### src/rtl/pipelined_control_unit.sv
// Pipelined RV32I control unit.
// The D stage decodes the instruction. The control bundle then moves through the
// E, M and W registers. Stall holds E, flush replaces E with a bubble, and a stall
// without a flush inserts a bubble into M. The branch/jump redirect (pcsrc_e) is
// resolved in E from the E-stage ALU flags.
module pipelined_control_unit #(
  parameter bit EXT_BRANCH = 1'b1,
  parameter bit M_EXT      = 1'b0
) (
  input  logic        clk,
  input  logic        rst,
  input  logic [31:0] instr_d,
  input  logic        stall_e,
  input  logic        flush_e,
  input  logic        zero_e,
  input  logic        neg_e,
  input  logic        ovf_e,
  input  logic        carry_e,
  output logic [2:0]  immsrc_d,
  output logic        alusrc_e,
  output logic [1:0]  aluop_e,
  output logic [2:0]  funct3_e,
  output logic        funct7b5_e,
  output logic        muldiv_e,
  output logic        jalr_e,
  output logic        pcsrc_e,
  output logic [2:0]  resultsrc_e,
  output logic        memwrite_m,
  output logic [2:0]  funct3_m,
  output logic [2:0]  resultsrc_m,
  output logic [2:0]  resultsrc_w,
  output logic        regwrite_m,
  output logic        regwrite_w,
  output logic        illegal_w
);

  typedef struct packed {
    logic       regwrite;
    logic       alusrc;
    logic       memwrite;
    logic [2:0] resultsrc;
    logic       branch;
    logic [1:0] aluop;
    logic       jump;
    logic       jalr;
    logic [2:0] funct3;
    logic       funct7b5;
    logic       muldiv;
    logic       illegal;
  } e_ctl_t;

  typedef struct packed {
    logic       regwrite;
    logic       memwrite;
    logic [2:0] resultsrc;
    logic [2:0] funct3;
    logic       illegal;
  } m_ctl_t;

  typedef struct packed {
    logic       regwrite;
    logic [2:0] resultsrc;
    logic       illegal;
  } w_ctl_t;

  logic [6:0]  op;
  logic [2:0]  funct3_d;
  logic [6:0]  funct7_d;
  logic [13:0] bundle_d;
  logic        illegal_d;
  logic        muldiv_d;
  logic        cond_e;
  e_ctl_t      e_next;
  e_ctl_t      e_reg;
  m_ctl_t      m_next;
  m_ctl_t      m_reg;
  w_ctl_t      w_reg;

  assign op       = instr_d[6:0];
  assign funct3_d = instr_d[14:12];
  assign funct7_d = instr_d[31:25];

  // Register and rd fields are not needed for control decode.
  logic unused_instr_bits;
  assign unused_instr_bits = ^{instr_d[24:15], instr_d[11:7]};

  // Main decoder. Bundle order:
  // {regwrite, immsrc[2:0], alusrc, memwrite, resultsrc[2:0], branch, aluop[1:0], jump, jalr}
  always_comb begin
    bundle_d  = '0;
    illegal_d = 1'b0;
    case (op)
      7'b0000011: bundle_d = 14'b1_000_1_0_001_0_00_0_0; // load
      7'b0100011: bundle_d = 14'b0_001_1_1_000_0_00_0_0; // store
      7'b0110011: bundle_d = 14'b1_000_0_0_000_0_10_0_0; // R-type
      7'b1100011: begin                                  // branch
        if (EXT_BRANCH && (funct3_d == 3'b010 || funct3_d == 3'b011))
          illegal_d = 1'b1;
        else
          bundle_d = 14'b0_010_0_0_000_1_01_0_0;
      end
      7'b0010011: bundle_d = 14'b1_000_1_0_000_0_10_0_0; // I-type ALU
      7'b1101111: bundle_d = 14'b1_011_0_0_010_0_00_1_0; // jal
      7'b1100111: bundle_d = 14'b1_000_1_0_010_0_00_0_1; // jalr
      7'b0110111: bundle_d = 14'b1_100_0_0_011_0_00_0_0; // lui
      7'b0010111: bundle_d = 14'b1_100_0_0_100_0_00_0_0; // auipc
      default:    illegal_d = 1'b1;
    endcase
  end

  assign muldiv_d = M_EXT & (op == 7'b0110011) & (funct7_d == 7'b0000001);
  assign immsrc_d = bundle_d[12:10];

  // Repack the D decode into the fields that travel to E
  always_comb begin
    e_next.regwrite  = bundle_d[13];
    e_next.alusrc    = bundle_d[9];
    e_next.memwrite  = bundle_d[8];
    e_next.resultsrc = bundle_d[7:5];
    e_next.branch    = bundle_d[4];
    e_next.aluop     = bundle_d[3:2];
    e_next.jump      = bundle_d[1];
    e_next.jalr      = bundle_d[0];
    e_next.funct3    = funct3_d;
    e_next.funct7b5  = instr_d[30];
    e_next.muldiv    = muldiv_d;
    e_next.illegal   = illegal_d;
  end

  // E register: flush beats stall; a stalled E keeps its instruction
  always_ff @(posedge clk or posedge rst) begin
    if (rst)
      e_reg <= '0;
    else if (flush_e)
      e_reg <= '0;
    else if (!stall_e)
      e_reg <= e_next;
  end

  // Fields of E that continue on to M
  always_comb begin
    m_next.regwrite  = e_reg.regwrite;
    m_next.memwrite  = e_reg.memwrite;
    m_next.resultsrc = e_reg.resultsrc;
    m_next.funct3    = e_reg.funct3;
    m_next.illegal   = e_reg.illegal;
  end

  // M register: a held E must not also issue into M, so a bubble goes in
  always_ff @(posedge clk or posedge rst) begin
    if (rst)
      m_reg <= '0;
    else if (stall_e && !flush_e)
      m_reg <= '0;
    else
      m_reg <= m_next;
  end

  // W register: always follows M
  always_ff @(posedge clk or posedge rst) begin
    if (rst)
      w_reg <= '0;
    else
      w_reg <= '{regwrite: m_reg.regwrite, resultsrc: m_reg.resultsrc, illegal: m_reg.illegal};
  end

  // Branch condition from the flags of a-b (carry set means no borrow)
  always_comb begin
    cond_e = zero_e;
    if (EXT_BRANCH) begin
      case (e_reg.funct3)
        3'b000:  cond_e = zero_e;
        3'b001:  cond_e = !zero_e;
        3'b100:  cond_e = neg_e ^ ovf_e;
        3'b101:  cond_e = !(neg_e ^ ovf_e);
        3'b110:  cond_e = !carry_e;
        3'b111:  cond_e = carry_e;
        default: cond_e = 1'b0;
      endcase
    end
  end

  // A bubble has branch, jump and jalr clear, so it never redirects the PC.
  assign pcsrc_e     = (e_reg.branch & cond_e) | e_reg.jump | e_reg.jalr;

  assign alusrc_e    = e_reg.alusrc;
  assign aluop_e     = e_reg.aluop;
  assign funct3_e    = e_reg.funct3;
  assign funct7b5_e  = e_reg.funct7b5;
  assign muldiv_e    = e_reg.muldiv;
  assign jalr_e      = e_reg.jalr;
  assign resultsrc_e = e_reg.resultsrc;
  assign memwrite_m  = m_reg.memwrite;
  assign funct3_m    = m_reg.funct3;
  assign resultsrc_m = m_reg.resultsrc;
  assign regwrite_m  = m_reg.regwrite;
  assign resultsrc_w = w_reg.resultsrc;
  assign regwrite_w  = w_reg.regwrite;
  assign illegal_w   = w_reg.illegal;

endmodule
### config.mk
export PLATFORM = sky130hd
export DESIGN_NAME = pipelined_control_unit
export DESIGN_NICKNAME = d
export VERILOG_FILES = /design/src/rtl/pipelined_control_unit.sv
export SDC_FILE = /design/constraint.sdc
export NUM_CORES = 1
export LEC_CHECK = 0
export CORE_ASPECT_RATIO = 0.75
export CORE_MARGIN = 4
export CORE_UTILIZATION = 44
export CTS_BUF_LIST = sky130_fd_sc_hd__clkbuf_8
export DETAILED_ROUTE_END_ITERATION = 12
export GPL_TIMING_DRIVEN = 0
export PLACE_DENSITY = 0.91
export SYNTH_ARGS = -nofsm -noshare
export SYNTH_HDL_FRONTEND = slang
export SYNTH_SLANG_ARGS = --single-unit
### constraint.sdc
create_clock -name clk -period 2.47 [get_ports clk]
set_input_delay 0.3705 -clock clk [delete_from_list [all_inputs] [get_ports clk]]
set_output_delay 0.3705 -clock clk [all_outputs]
set_load 0.02 [all_outputs]
==> run_results.csv <==
group,metric,value,unit
run_status,outcome,"finished, final reports clean",
floorplan,die_y,56.8,µm
critical_path,timing.critical_path.fanout_max,1,
critical_path,crit_slowest_cell,"clkdlybuf4s50_1",
place,detailed_place_hpwl,2260,µm
critical_path,endpoint_kind,"output port",
logic_synthesis,synth.ff_latch_count,29,
logic_synthesis,synthArstFlopShare,1.00,
critical_path,worstRegToRegCells,2,
logic_synthesis,yosysSeqAreaShare,0.520,
route,drt_pass1_iterations,4,
critical_path,crit_reg_reg_startpoint,"resultsrc_e[2]$_DFFE_PP0N_",
grt,antenna_found_initial,0,
clocking,clk_path_buf_depth,2,
sta,finalHoldViolations,0,
logic_synthesis,main_combinational_cell_family_by_area_after_synthesis,"simple AND/OR/NAND/NOR gates",
grt,grt_first_pass_wirelength,4960,µm
clocking,clk_pin_slew_worst_paths,0.05,ns
floorplan,fp_rows,17,
pwr,ir_worst_vdd,263,µV
route,wirelength_met1,1130,µm
pwr,static-leakage-power,0.940,nW
sta,final-setup-viol-count,0,
logic_synthesis,muxShareOfSynthArea,0.0358,
grt,globalRouteOverflowTotal,0,
place,buffer_ports.inserted,43,
layout,finalNetCount,218,
job,drv_cap,0,
clocking,htreeDepth,2,
logic_synthesis,warnings_synthesis,0,
floorplan,floorplan.initialDensity,0.466,
route,finalWirelength,2900,µm
clocking,cts_made_buffers,5,
logic_synthesis,syn-cell-area,0.00140,mm²
floorplan,die_x,73.1,µm
layout,antennaDiodeCount,0,
layout,max_reg_flops,4,
pwr,power_density,511,mW/mm²
sta,max_freq,416,MHz
layout,layout-drive-gt1-share,0.168,
sta,post-route-period-util,0.974,
hold_path,worstHoldPathType,"reg -> reg",
floorplan,placeableCoreArea,0.00300,mm²
grt,grt_start_max_net_pins,30,
critical_path,critical_path_required,2.10,ns
route,violation_count_after_the_first_detailed_route_iteration,36,
place,pre_cts_ws,-0.152,ns
logic_synthesis,synth-adder-area-share,0,
place,dpl_cell_area,0.00187,mm²
logic_synthesis,synthSimpleGateAreaFrac,0.204,
critical_path,worst_setup_path_startpoint,"neg_e",
critical_path,timing.rr.end,"resultsrc_e[2]$_DFFE_PP0N_",
critical_path,timing.critical_path.slowest_cell_delay,0.63,ns
logic_synthesis,netlist-cell-type-count,35,
grt,track_usage,0.159,
sta,timing.final.max_slew_violations,0,
logic_synthesis,synth_enable_flop_cells,0,
logic_synthesis,post_synth_inst_count,128,
logic_synthesis,synthFlopType,"dfrtp_1",
sta,hold_ws,0.346,ns
sta,rsz0062_at_grt,"false",
clocking,cts_setup_buffers,0,
clocking,cts_root_buffer,"clkbuf_8",
layout,design_area,0.00195,mm²
logic_synthesis,synth-compound-area-share,0.110,
place,gp_routability_congestion,0.825,
logic_synthesis,synthXorXnorAreaFrac,0.0188,
critical_path,register_to_register_path_setup_slack,1.69,ns
pwr,p_total,0.998,mW
route,dr_total_vias,1078,
clocking,clock_insertion_delay_worst_skew,0.28,ns
logic_synthesis,postSynthNetCount,168,
route,detail-route-antenna-nets,0,
grt,grt_pass1_vias,1103,
critical_path,endpoint,"pcsrc_e",
sta,relSlewSlack,0.301,
critical_path,crit_chain,"clkdlybuf4s50_1 > xor2_1 > o21ai_0 > xor2_1 > o21ai_0 > clkdlybuf4s50_1",
floorplan,ios,69,
sta,finalWorstSetupSlack,0.0639,ns
critical_path,crit_type,"in -> out",
route,vias_per_cell,4.97,
route,drcViolationCount,0,
layout,area.growth.synth_to_final,40.0,%
sta,fin_worst_skew,0.00541,ns
critical_path,crit_path_start_kind,"input port",
clocking,post_cts.resized_instances,2,
route,routed_length_on_met3,257,µm
clocking,cts_sinks,29,
sta,timing_worst_slew_pin_value,1.05,ns
route,met2WireLength,1450,µm
route,dr.max_layer_used,"met4",
floorplan,floorplan.die_area,0.00415,mm²
logic_synthesis,synth_area_per_cell,10.9,µm²
critical_path,critical_path_arrival,2.04,ns
route,routed_wire_length_per_instance,13.3,µm
clocking,number_of_buffers_inserted_for_hold_repair_after_clock_tree_synthesis,0,
sta,post-route-min-period,2.41,ns
clocking,cts_tree,"yes",
metrics by stage:
step	instances	utilization	TNS, ns
6_report	217	0.652	0
5_1_grt	217	0.652	0
4_1_cts	217	0.651	0
3_5_place_dp	209	0.625	-0.224
3_3_place_gp	209	0.625	-0.149
2_1_floorplan	128	-	0
final cells by class:
class,count,area (µm²)
repair buffers,43,430
well taps,38,47.5
multi-input cells,76,519
clock buffers,5,68.8
fillers,240,1040
inverters,2,7.51
clock inverters,3,11.3
flip-flops and latches,29,726
plain buffers,21,144
layout by cell type (no fill, tap or decap), drive strengths merged:
cell           count
a2111oi            2
a211o              1
a211oi             2
a21o               2
a21oi              3
a22o               1
a22oi              2
a311oi             1
and2               9
buf               20
clkbuf             6
clkdlybuf4s50     40
conb               1
dfrtp             29
dlygate4sd2        2
dlymetal6s2s       1
inv                5
mux2i              5
nand2              8
nand2b             2
nand3              1
nand3b             4
nand4b             2
nor2              11
nor2b              3
nor3               6
o21ai              3
o31a               1
o31ai              1
or3                2
xor2               3
cell usage after synthesis, types with 2 or more instances:
cell	count	share of area
nor2b_1	3	0.013
dfrtp_1	29	0.52
a21o_1	2	0.011
nand2_1	8	0.022
a211oi_1	2	0.011
a21oi_1	3	0.011
buf_2	4	0.014
or3_1	2	0.0090
xor2_1	3	0.019
nor2_1	10	0.027
nand2b_1	2	0.0090
nor3_1	4	0.014
mux2i_1	5	0.036
buf_4	16	0.086
a22oi_1	2	0.011
nand4b_1	2	0.013
inv_1	2	0.0054
o21ai_0	2	0.0072
nand3b_1	3	0.016
and2_1	9	0.040
worst min-delay path by stage:
stage | from | endpoint | slack, ns | cells after the start
2_1_floorplan | m_reg[0]$_DFF_PP0_ | illegal_w$_DFF_PP0_ | 0.33 | 0
3_3_place_gp | m_reg[0]$_DFF_PP0_ | illegal_w$_DFF_PP0_ | 0.33 | 0
3_5_place_dp | m_reg[0]$_DFF_PP0_ | illegal_w$_DFF_PP0_ | 0.33 | 0
4_1_cts | m_reg[0]$_DFF_PP0_ | illegal_w$_DFF_PP0_ | 0.35 | 0
5_1_grt | m_reg[0]$_DFF_PP0_ | illegal_w$_DFF_PP0_ | 0.35 | 0
6_report | m_reg[0]$_DFF_PP0_ | illegal_w$_DFF_PP0_ | 0.35 | 0
layer usage:
layer,global-route usage,vias up
met1,0.180,510
met3,0.0698,7
li1,-,521
met2,0.256,40
met4,0.0711,0
met5,0,-
logic make-up after synthesis:
group | after synthesis
AND/OR/NAND/NOR | 48
flip-flops | 29
other | 1
AO/OA/AOI/OAI | 19
XOR/XNOR | 3
multiplexers | 5
buffers and inverters | 23
power breakdown:
| part | switching, mW | leakage (nW) | internal [mW] | total [mW] |
|---|---|---|---|---|
| combinational | 0.0757 | 0.493 | 0.0758 | 0.152 |
| sequential | 0.00879 | 0.395 | 0.491 | 0.499 |
| clock | 0.160 | 0.0519 | 0.187 | 0.347 |
critical path: cells and delay by family:
family | cells | cell delay, ns
buffers and inverters | 2 | 1.10
XOR/XNOR | 2 | 0.30
AO/OA/AOI/OAI | 2 | 0.28
Note: power is estimated with default switching activity, not from simulation.
